[src/rtl/mc_ctrl.sv]
// mc_ctrl: multi-cycle control sequencer for the MIPS datapath.
// Latches op/func in FETCH, decodes them into the datapath control bus and
// steps each instruction through FETCH/DECODE/EXEC/MEM/WB. Write strobes and
// the PC load are registered one-cycle pulses.
module mc_ctrl #(
    parameter int CNT_W = 32
) (
    input  logic             clk,
    input  logic             rst,
    input  logic             run,
    input  logic [5:0]       op,
    input  logic [5:0]       func,
    output logic             RegDst,
    output logic             ALUSrc,
    output logic             MemtoReg,
    output logic             RegWr,
    output logic             MemWr,
    output logic             ExtOp,
    output logic [3:0]       ALUctr,
    output logic [3:0]       NPCop,
    output logic             PCWr,
    output logic [2:0]       state,
    output logic             illegal,
    output logic [CNT_W-1:0] retired
);

    typedef enum logic [2:0] {
        ST_FETCH  = 3'd0,
        ST_DECODE = 3'd1,
        ST_EXEC   = 3'd2,
        ST_MEM    = 3'd3,
        ST_WB     = 3'd4
    } state_t;

    // Instruction classes that determine the path through the FSM
    localparam logic [2:0] CLS_ALU = 3'd0;
    localparam logic [2:0] CLS_LW  = 3'd1;
    localparam logic [2:0] CLS_SW  = 3'd2;
    localparam logic [2:0] CLS_BR  = 3'd3;
    localparam logic [2:0] CLS_ILL = 3'd4;

    localparam logic [3:0] ALU_ADD = 4'd0;
    localparam logic [3:0] ALU_SUB = 4'd1;
    localparam logic [3:0] ALU_AND = 4'd2;
    localparam logic [3:0] ALU_OR  = 4'd3;
    localparam logic [3:0] ALU_SLT = 4'd4;
    localparam logic [3:0] ALU_SLL = 4'd5;
    localparam logic [3:0] ALU_SRL = 4'd6;
    localparam logic [3:0] ALU_LUI = 4'd7;

    localparam logic [3:0] NPC_SEQ = 4'd0;
    localparam logic [3:0] NPC_BEQ = 4'd1;
    localparam logic [3:0] NPC_BNE = 4'd2;
    localparam logic [3:0] NPC_J   = 4'd3;

    state_t           r_state;
    logic [5:0]       r_op_q;
    logic [5:0]       r_func_q;
    logic             r_regwr;
    logic             r_memwr;
    logic             r_pcwr;
    logic             r_illegal;
    logic [CNT_W-1:0] r_retired;

    logic             w_regdst;
    logic             w_alusrc;
    logic             w_memtoreg;
    logic             w_extop;
    logic [3:0]       w_aluctr;
    logic [3:0]       w_npcop;
    logic [2:0]       w_cls;
    logic             w_active;

    // Decode the latched instruction into control fields and a class
    always_comb begin
        w_regdst   = 1'b0;
        w_alusrc   = 1'b0;
        w_memtoreg = 1'b0;
        w_extop    = 1'b0;
        w_aluctr   = ALU_ADD;
        w_npcop    = NPC_SEQ;
        w_cls      = CLS_ILL;
        case (r_op_q)
            6'h00: begin
                w_regdst = 1'b1;
                w_cls    = CLS_ALU;
                case (r_func_q)
                    6'h21:   w_aluctr = ALU_ADD;
                    6'h23:   w_aluctr = ALU_SUB;
                    6'h24:   w_aluctr = ALU_AND;
                    6'h25:   w_aluctr = ALU_OR;
                    6'h2A:   w_aluctr = ALU_SLT;
                    6'h00:   w_aluctr = ALU_SLL;
                    6'h02:   w_aluctr = ALU_SRL;
                    default: begin
                        w_regdst = 1'b0;
                        w_cls    = CLS_ILL;
                    end
                endcase
            end
            6'h0D: begin
                w_cls    = CLS_ALU;
                w_aluctr = ALU_OR;
                w_alusrc = 1'b1;
            end
            6'h09: begin
                w_cls    = CLS_ALU;
                w_aluctr = ALU_ADD;
                w_alusrc = 1'b1;
                w_extop  = 1'b1;
            end
            6'h0F: begin
                w_cls    = CLS_ALU;
                w_aluctr = ALU_LUI;
                w_alusrc = 1'b1;
            end
            6'h23: begin
                w_cls      = CLS_LW;
                w_alusrc   = 1'b1;
                w_extop    = 1'b1;
                w_memtoreg = 1'b1;
            end
            6'h2B: begin
                w_cls    = CLS_SW;
                w_alusrc = 1'b1;
                w_extop  = 1'b1;
            end
            6'h04: begin
                w_cls    = CLS_BR;
                w_aluctr = ALU_SUB;
                w_extop  = 1'b1;
                w_npcop  = NPC_BEQ;
            end
            6'h05: begin
                w_cls    = CLS_BR;
                w_aluctr = ALU_SUB;
                w_extop  = 1'b1;
                w_npcop  = NPC_BNE;
            end
            6'h02: begin
                w_cls   = CLS_BR;
                w_npcop = NPC_J;
            end
            default: w_cls = CLS_ILL;
        endcase
    end

    // Sequencer: state, instruction latch, one-cycle strobes and counters
    always_ff @(posedge clk or negedge rst) begin
        if (!rst) begin
            r_state   <= ST_FETCH;
            r_op_q    <= 6'd0;
            r_func_q  <= 6'd0;
            r_regwr   <= 1'b0;
            r_memwr   <= 1'b0;
            r_pcwr    <= 1'b0;
            r_illegal <= 1'b0;
            r_retired <= {CNT_W{1'b0}};
        end else begin
            r_regwr <= 1'b0;
            r_memwr <= 1'b0;
            r_pcwr  <= 1'b0;
            // The PC-load cycle retires the instruction unless it was illegal
            if (r_pcwr && (w_cls != CLS_ILL)) begin
                r_retired <= r_retired + {{(CNT_W-1){1'b0}}, 1'b1};
            end else begin
                r_retired <= r_retired;
            end
            case (r_state)
                ST_FETCH: begin
                    if (run) begin
                        r_op_q   <= op;
                        r_func_q <= func;
                        r_state  <= ST_DECODE;
                    end else begin
                        r_state  <= ST_FETCH;
                    end
                end
                ST_DECODE: begin
                    r_state <= ST_EXEC;
                    // Flag and PC-load become visible during EXEC itself
                    if (w_cls == CLS_ILL) begin
                        r_illegal <= 1'b1;
                    end else begin
                        r_illegal <= r_illegal;
                    end
                    if ((w_cls == CLS_BR) || (w_cls == CLS_ILL)) begin
                        r_pcwr <= 1'b1;
                    end else begin
                        r_pcwr <= 1'b0;
                    end
                end
                ST_EXEC: begin
                    case (w_cls)
                        CLS_ALU: begin
                            r_state <= ST_WB;
                            r_regwr <= 1'b1;
                            r_pcwr  <= 1'b1;
                        end
                        CLS_LW:  r_state <= ST_MEM;
                        CLS_SW: begin
                            r_state <= ST_MEM;
                            r_memwr <= 1'b1;
                            r_pcwr  <= 1'b1;
                        end
                        default: r_state <= ST_FETCH;
                    endcase
                end
                ST_MEM: begin
                    if (w_cls == CLS_LW) begin
                        r_state <= ST_WB;
                        r_regwr <= 1'b1;
                        r_pcwr  <= 1'b1;
                    end else begin
                        r_state <= ST_FETCH;
                    end
                end
                ST_WB:   r_state <= ST_FETCH;
                default: r_state <= ST_FETCH;
            endcase
        end
    end

    // Static controls are blanked in FETCH, where op_q still holds the
    // previous instruction.
    assign w_active = (r_state != ST_FETCH);
    assign RegDst   = w_active & w_regdst;
    assign ALUSrc   = w_active & w_alusrc;
    assign MemtoReg = w_active & w_memtoreg;
    assign ExtOp    = w_active & w_extop;
    assign ALUctr   = w_active ? w_aluctr : 4'd0;
    assign NPCop    = r_pcwr ? w_npcop : NPC_SEQ;
    assign RegWr    = r_regwr;
    assign MemWr    = r_memwr;
    assign PCWr     = r_pcwr;
    assign state    = r_state;
    assign illegal  = r_illegal;
    assign retired  = r_retired;

endmodule
[config.mk]
export PLATFORM = sky130hd
export DESIGN_NAME = mc_ctrl
export DESIGN_NICKNAME = d
export VERILOG_FILES = /design/src/rtl/mc_ctrl.sv
export SDC_FILE = /design/constraint.sdc
export NUM_CORES = 1
export LEC_CHECK = 0
export CAP_MARGIN = 20
export CORE_AREA = 2 2 75 77
export DETAILED_ROUTE_END_ITERATION = 6
export DIE_AREA = 0 0 77 79
export GPL_ROUTABILITY_DRIVEN = 0
export PLACE_DENSITY = 0.82
export SLEW_MARGIN = 20
export SYNTH_ARGS = -nofsm -noshare
export SYNTH_HDL_FRONTEND = slang
export SYNTH_SLANG_ARGS = --single-unit
export TNS_END_PERCENT = 1
[constraint.sdc]
create_clock -name clk -period 4.2 [get_ports clk]
set_clock_uncertainty 0.15 [all_clocks]
set_input_delay 0.84 -clock clk [delete_from_list [all_inputs] [get_ports clk]]
set_output_delay 0.84 -clock clk [all_outputs]
set_load 0.01 [all_outputs]
Word level (Yosys, flattened, before mapping)

Cells that the tools add are included.

Register bits after elaboration: 51
Latch bits: 0
Bits in writable memories: 0
Bits in read-only memories: 0
Input port bits: 15
Word-level logic and storage cells: 76
Memories kept: 0

Add/subtract/negate cells: 1
Multipliers: 0
Divide/modulo/power cells: 0
Magnitude comparators: 0
Equal/unequal tests: 22
Shifts and indexed selects: 0
Muxes and demuxes: 24
Bitwise logic cells: 4
Reductions and logical operators: 17

Operators by type and width:

| kind                  | count |
|---|---|
| $eq 6x6->1 const B    | 7 |
| $add 32x1->32 const B | 1 |
| $pmux 3 s4            | 2 |
| $eq 6x4->1 const B    | 3 |
| $pmux 3 s6            | 1 |
| $pmux 3 s5            | 1 |
| $eq 3x2->1 const B    | 4 |
| $eq 6x2->1 const B    | 2 |
| $eq 6x3->1 const B    | 2 |
| $logic_not 6->1       | 2 |
| $mux 1                | 12 |
| $reduce_or 5->1       | 2 |
| $mux 4                | 2 |
| $reduce_or 7->1       | 1 |
| $eq 3x1->1 const B    | 2 |
| $logic_not 3->1       | 2 |
| $mux 3                | 2 |
| $pmux 2 s3            | 1 |
| $pmux 3 s2            | 1 |
| $reduce_or 2->1       | 3 |
| $reduce_or 3->1       | 2 |
| $and 1x1->1           | 4 |
| $reduce_and 2->1      | 2 |
| $eq 3x3->1 const B    | 1 |
| other kinds (6)       | 6 |

Longest topological paths before layout

Gate-level depths: netlist of the first run.

Depth after elaboration: 8
Gate-level depth with buffers: 8
Mapped depth without buffers: 6

Worst setup path before layout of the first run

Ideal clock, no wire load.

Path type: flip-flop to output port
Start: register r_op_q[0]
End: output ALUctr[2]
Arrival time: 2.260 ns
Data required time: 3.210 ns
Slack: 0.950 ns
Cell stages (with the launch flop): 5
Path buffers: 0
Cells stage by stage: dfrtp_1 > or4_1 > or4_4 > or4b_2 > a21oi_1

Word-level cells in the longest chain between the ends: 4
Elaborated cells on any way between the ends: 8
Classes of those cells: eq/ne: 4; mux: 2; reduce/logical: 2

RTL lines:

| element                   | line | text |
|---|---|---|
| start, declared           | 57   | `logic [5:0] r_op_q;` |
| start signal, assigned    | 172  | `r_op_q <= op;` |
| $eq 6x3->1                | 83   | `case (r_op_q)` |
| $reduce_or 2->1 (no line) | n/a  |  |
| $pmux 3 s4 (*)            | 83   |  |
| $mux 4 (*)                | 231  | `assign ALUctr = w_active ? w_aluctr : 4'd0;` |
| end, declared             | 19   | `output logic [3:0] ALUctr,` |

Every way passes the cells marked *; elsewhere a longest branch is shown, timed or not.

Worst setup path in the final report of the first run

Start: register r_op_q[5]
End: output ALUctr[2]

Same word-level chain as after synthesis.

==> metrics.md, run 1 <==
| Metric | Value |
|---|---|
| Startpoint types | `flop` |
| Initial DRC Count | `89` |
| WL final | `5.98 mm` |
| H-Tree Depth | `2` |
| Ranking of synthesized cells by area | `dfrtp_1 47%, xor2_1 8.6%, mux2_2 5.3%` |
| Drt drc | `0` |
| Required @ worst endpoint | `3.21 ns` |
| Power density over the cells | `451 mW/mm2` |
| CTS tree | `yes` |
| Status | `finished clean` |
| Slew Limit Headroom | `40.4%` |
| Overall power | `1.57 mW` |
| Detailed Routing Iterations Pass 1 | `4` |
| Total GRT Usage | `19.8%` |
| Initial antenna violation count | `0` |
| Hold Crit Class | `reg -> reg` |
| Post-DP HPWL | `4.31 mm` |
| #FFs+latches synth | `51` |
| Vias in the first global route | `2061` |
| Endpoints failing setup | `0` |
| Post-Syn Area per Cell | `10.1 um2` |
| Synthesized area | `0.00274 mm2` |
| P&R area growth vs syn | `27.4%` |
| Worst Tran Pin Value | `0.894 ns` |
| Max-slew violations | `0` |
| # rows | `27` |
| Nets | `347` |
| Clk sinks | `51` |
| Most common cell in the netlist | `dfrtp_1` |
| Crit. Startpoint | `r_op_q[5]` |
| Num CTS Buffers | `5` |
| Commonest cells post-synth | `51 x dfrtp_1, 27 x xor2_1, 23 x nor2_1` |
| Worst R2R Start | `r_op_q[5]` |
| CTS root buf | `clkbuf_8` |
| Initial Util | `51.3%` |
| First-pass GRT wire length | `9.67 mm` |
| Routed Antenna Nets | `0` |
| Fin crit share | `97.5%` |
| Arrival @ worst endpoint | `3.10 ns` |
| Flop2flop setup slack | `1.25 ns` |
| Post-synth ARST share | `100%` |
| CP Class | `reg -> out` |
| Worst vdd ir | `0.306 mV` |
| Distinct cells, synth | `49` |
| Die area | `0.00608 mm2` |
| Mapped Cells | `271` |
| Finished Core Util | `65.3%` |
| Synth top area share | `46.6%` |
| Number of inserted diodes | `0` |
| # hold bufs at CTS | `0` |
| Setup tns final | `0 ns` |
| Seq/Total Area, Yosys | `46.6%` |
| CTS Buffer Depth | `2` |
| Min-delay src | `illegal` |
| Vias per std cell | `5.50` |
| EDFF count, synth | `0` |
| Endpoint type of the worst setup path | `output pin` |
| Die Y | `79 um` |
| Core Area | `0.00534 mm2` |
| I/O pin count | `66` |
| Final hold violation count | `0` |
| Fraction of layout cells with a size suffix above 1 | `11.1%` |
| LEAKAGE | `1.49 nW` |
| Die X-Extent | `77 um` |
| Maxcap violations | `0` |
| Hold Slack | `0.317 ns` |
| Port Buf Inserts | `62` |
| Critical Path Fanout Max | `11` |
| FILL cells | `440` |
| Congestion Overflow GR | `0` |
| Clock slew at reported path FFs | `0.09 ns` |
| Max Freq | `244 MHz` |
| Largest net degree at the start of global routing | `41` |
| Yosys top cell by area | `dfrtp_1` |
| Clk_lat worst skew | `0.30 ns` |
| Main synth FF type | `dfrtp_1` |
| Total number of vias | `2221` |
| WL/cell | `14.8 um` |
| Final min period | `4.09 ns` |
| Ys Warns | `0` |
| Unrepaired setup endpoints after global routing | `no` |
## final timing paths
kind,end,cells after the start
min in group asynchronous,r_op_q[4],1
min,illegal,1
max reg2reg,retired[12],6
min reg2reg,illegal,1
max in group asynchronous,retired[20],2
max,ALUctr[2],5
## flip-flops by register name (all words and copies together) (netlist names)
| signal | cells |
|---|---|
| PCWr | 1 |
| r_op_q | 6 |
| state | 3 |
| RegWr | 1 |
| r_func_q | 6 |
| MemWr | 1 |
| retired | 32 |
| illegal | 1 |
## metal layers
metal / part of all wire, % / track usage [%] / vias to the layer above / wire (um)
met2: 47 / 31.8 / 61 / 2830
met4: 1.6 / 9.11 / 0 / 96
met5: 0 / 0 / - / 0
li1: - / - / 1082 / -
met3: 4.7 / 2.39 / 10 / 279
met1: 46 / 27.2 / 1068 / 2770
## layout make-up
class                   instances  area, um2  area share (%)
multi-input cells             205       1390            39.8
flip-flops and latches         51       1280            36.7
clock inverters                 1       5.00           0.144
repair buffers                 65        638            18.3
well taps                      72       90.1            2.58
clock buffers                   7       76.3            2.19
inverters                       3       11.3           0.323
## worst max-delay path: stages, from the launching register on
cell	delay [ns]
dfrtp_1	0.49
or4_1	0.53
or4_4	0.48
or4b_2	0.63
a21oi_1	0.14
clkdlybuf4s50_1	0.55
## layout by cell type (no fill, tap or decap), types with 2 or more instances in the layout
cell,n
dfrtp_2,2
o21ai_0,9
and3_1,5
dfrtp_1,49
or2_2,3
o21a_1,2
nand2b_1,4
nor4_2,5
clkbuf_1,2
a31oi_1,3
nor2b_1,5
o2111ai_1,2
mux2_2,13
nor3b_1,2
xnor2_1,4
xor2_1,27
inv_1,3
nor3_1,19
buf_4,3
nor2_1,23
nor4b_1,5
nand4_1,9
mux2i_1,2
or4_1,2
conb_1,3
nor4_1,4
clkdlybuf4s50_1,61
clkbuf_8,5
a21oi_1,4
nand2_1,19
nand4b_1,2
nand3_1,12
## report_power, final
part,total [mW],internal (mW),switching [mW]
Combinational,0.563,0.269,0.294
Sequential,0.742,0.578,0.163
Clock,0.269,0.117,0.152
## logic make-up (layout without fill, tap and decap cells)
kind of cell    after synthesis  after routing  synth area share, %
fa+ha+maj                     1              1                0.457
xor+xnor                     31             31                 9.92
flops                        51             51                 46.6
compound gates               29             29                 7.64
mux                          15             15                 6.08
other cells                   1              3                0.137
simple gates                126            126                 26.0
buf+inv                      17             76                 3.11
## stage by stage
| stage | std cells | setup WS (ns) | cell area, um2 |
|---|---|---|---|
| 2_1_floorplan | 273 | 0.950 | 2740 |
| 3_3_place_gp | 394 | 0.431 | 3380 |
| 3_5_place_dp | 394 | 0.393 | 3380 |
| 4_1_cts | 402 | 0.0697 | 3460 |
| 5_1_grt | 404 | 0.00988 | 3490 |
| 6_report | 404 | 0.106 | 3490 |
## what timing repair did
action / in CTS / in global routing
gates resized for setup: 0 / 2
setup buffers: 0 / 2
setup endpoints to repair: 0 / 1
(Power assumes the default switching activity.)
==> inputs of run 2 (changes only) <==
Settings changed: TNS_END_PERCENT 1 to default.
==> results of run 2 <==
No change in the layout: final DEF, timing and power equal those of run 1.
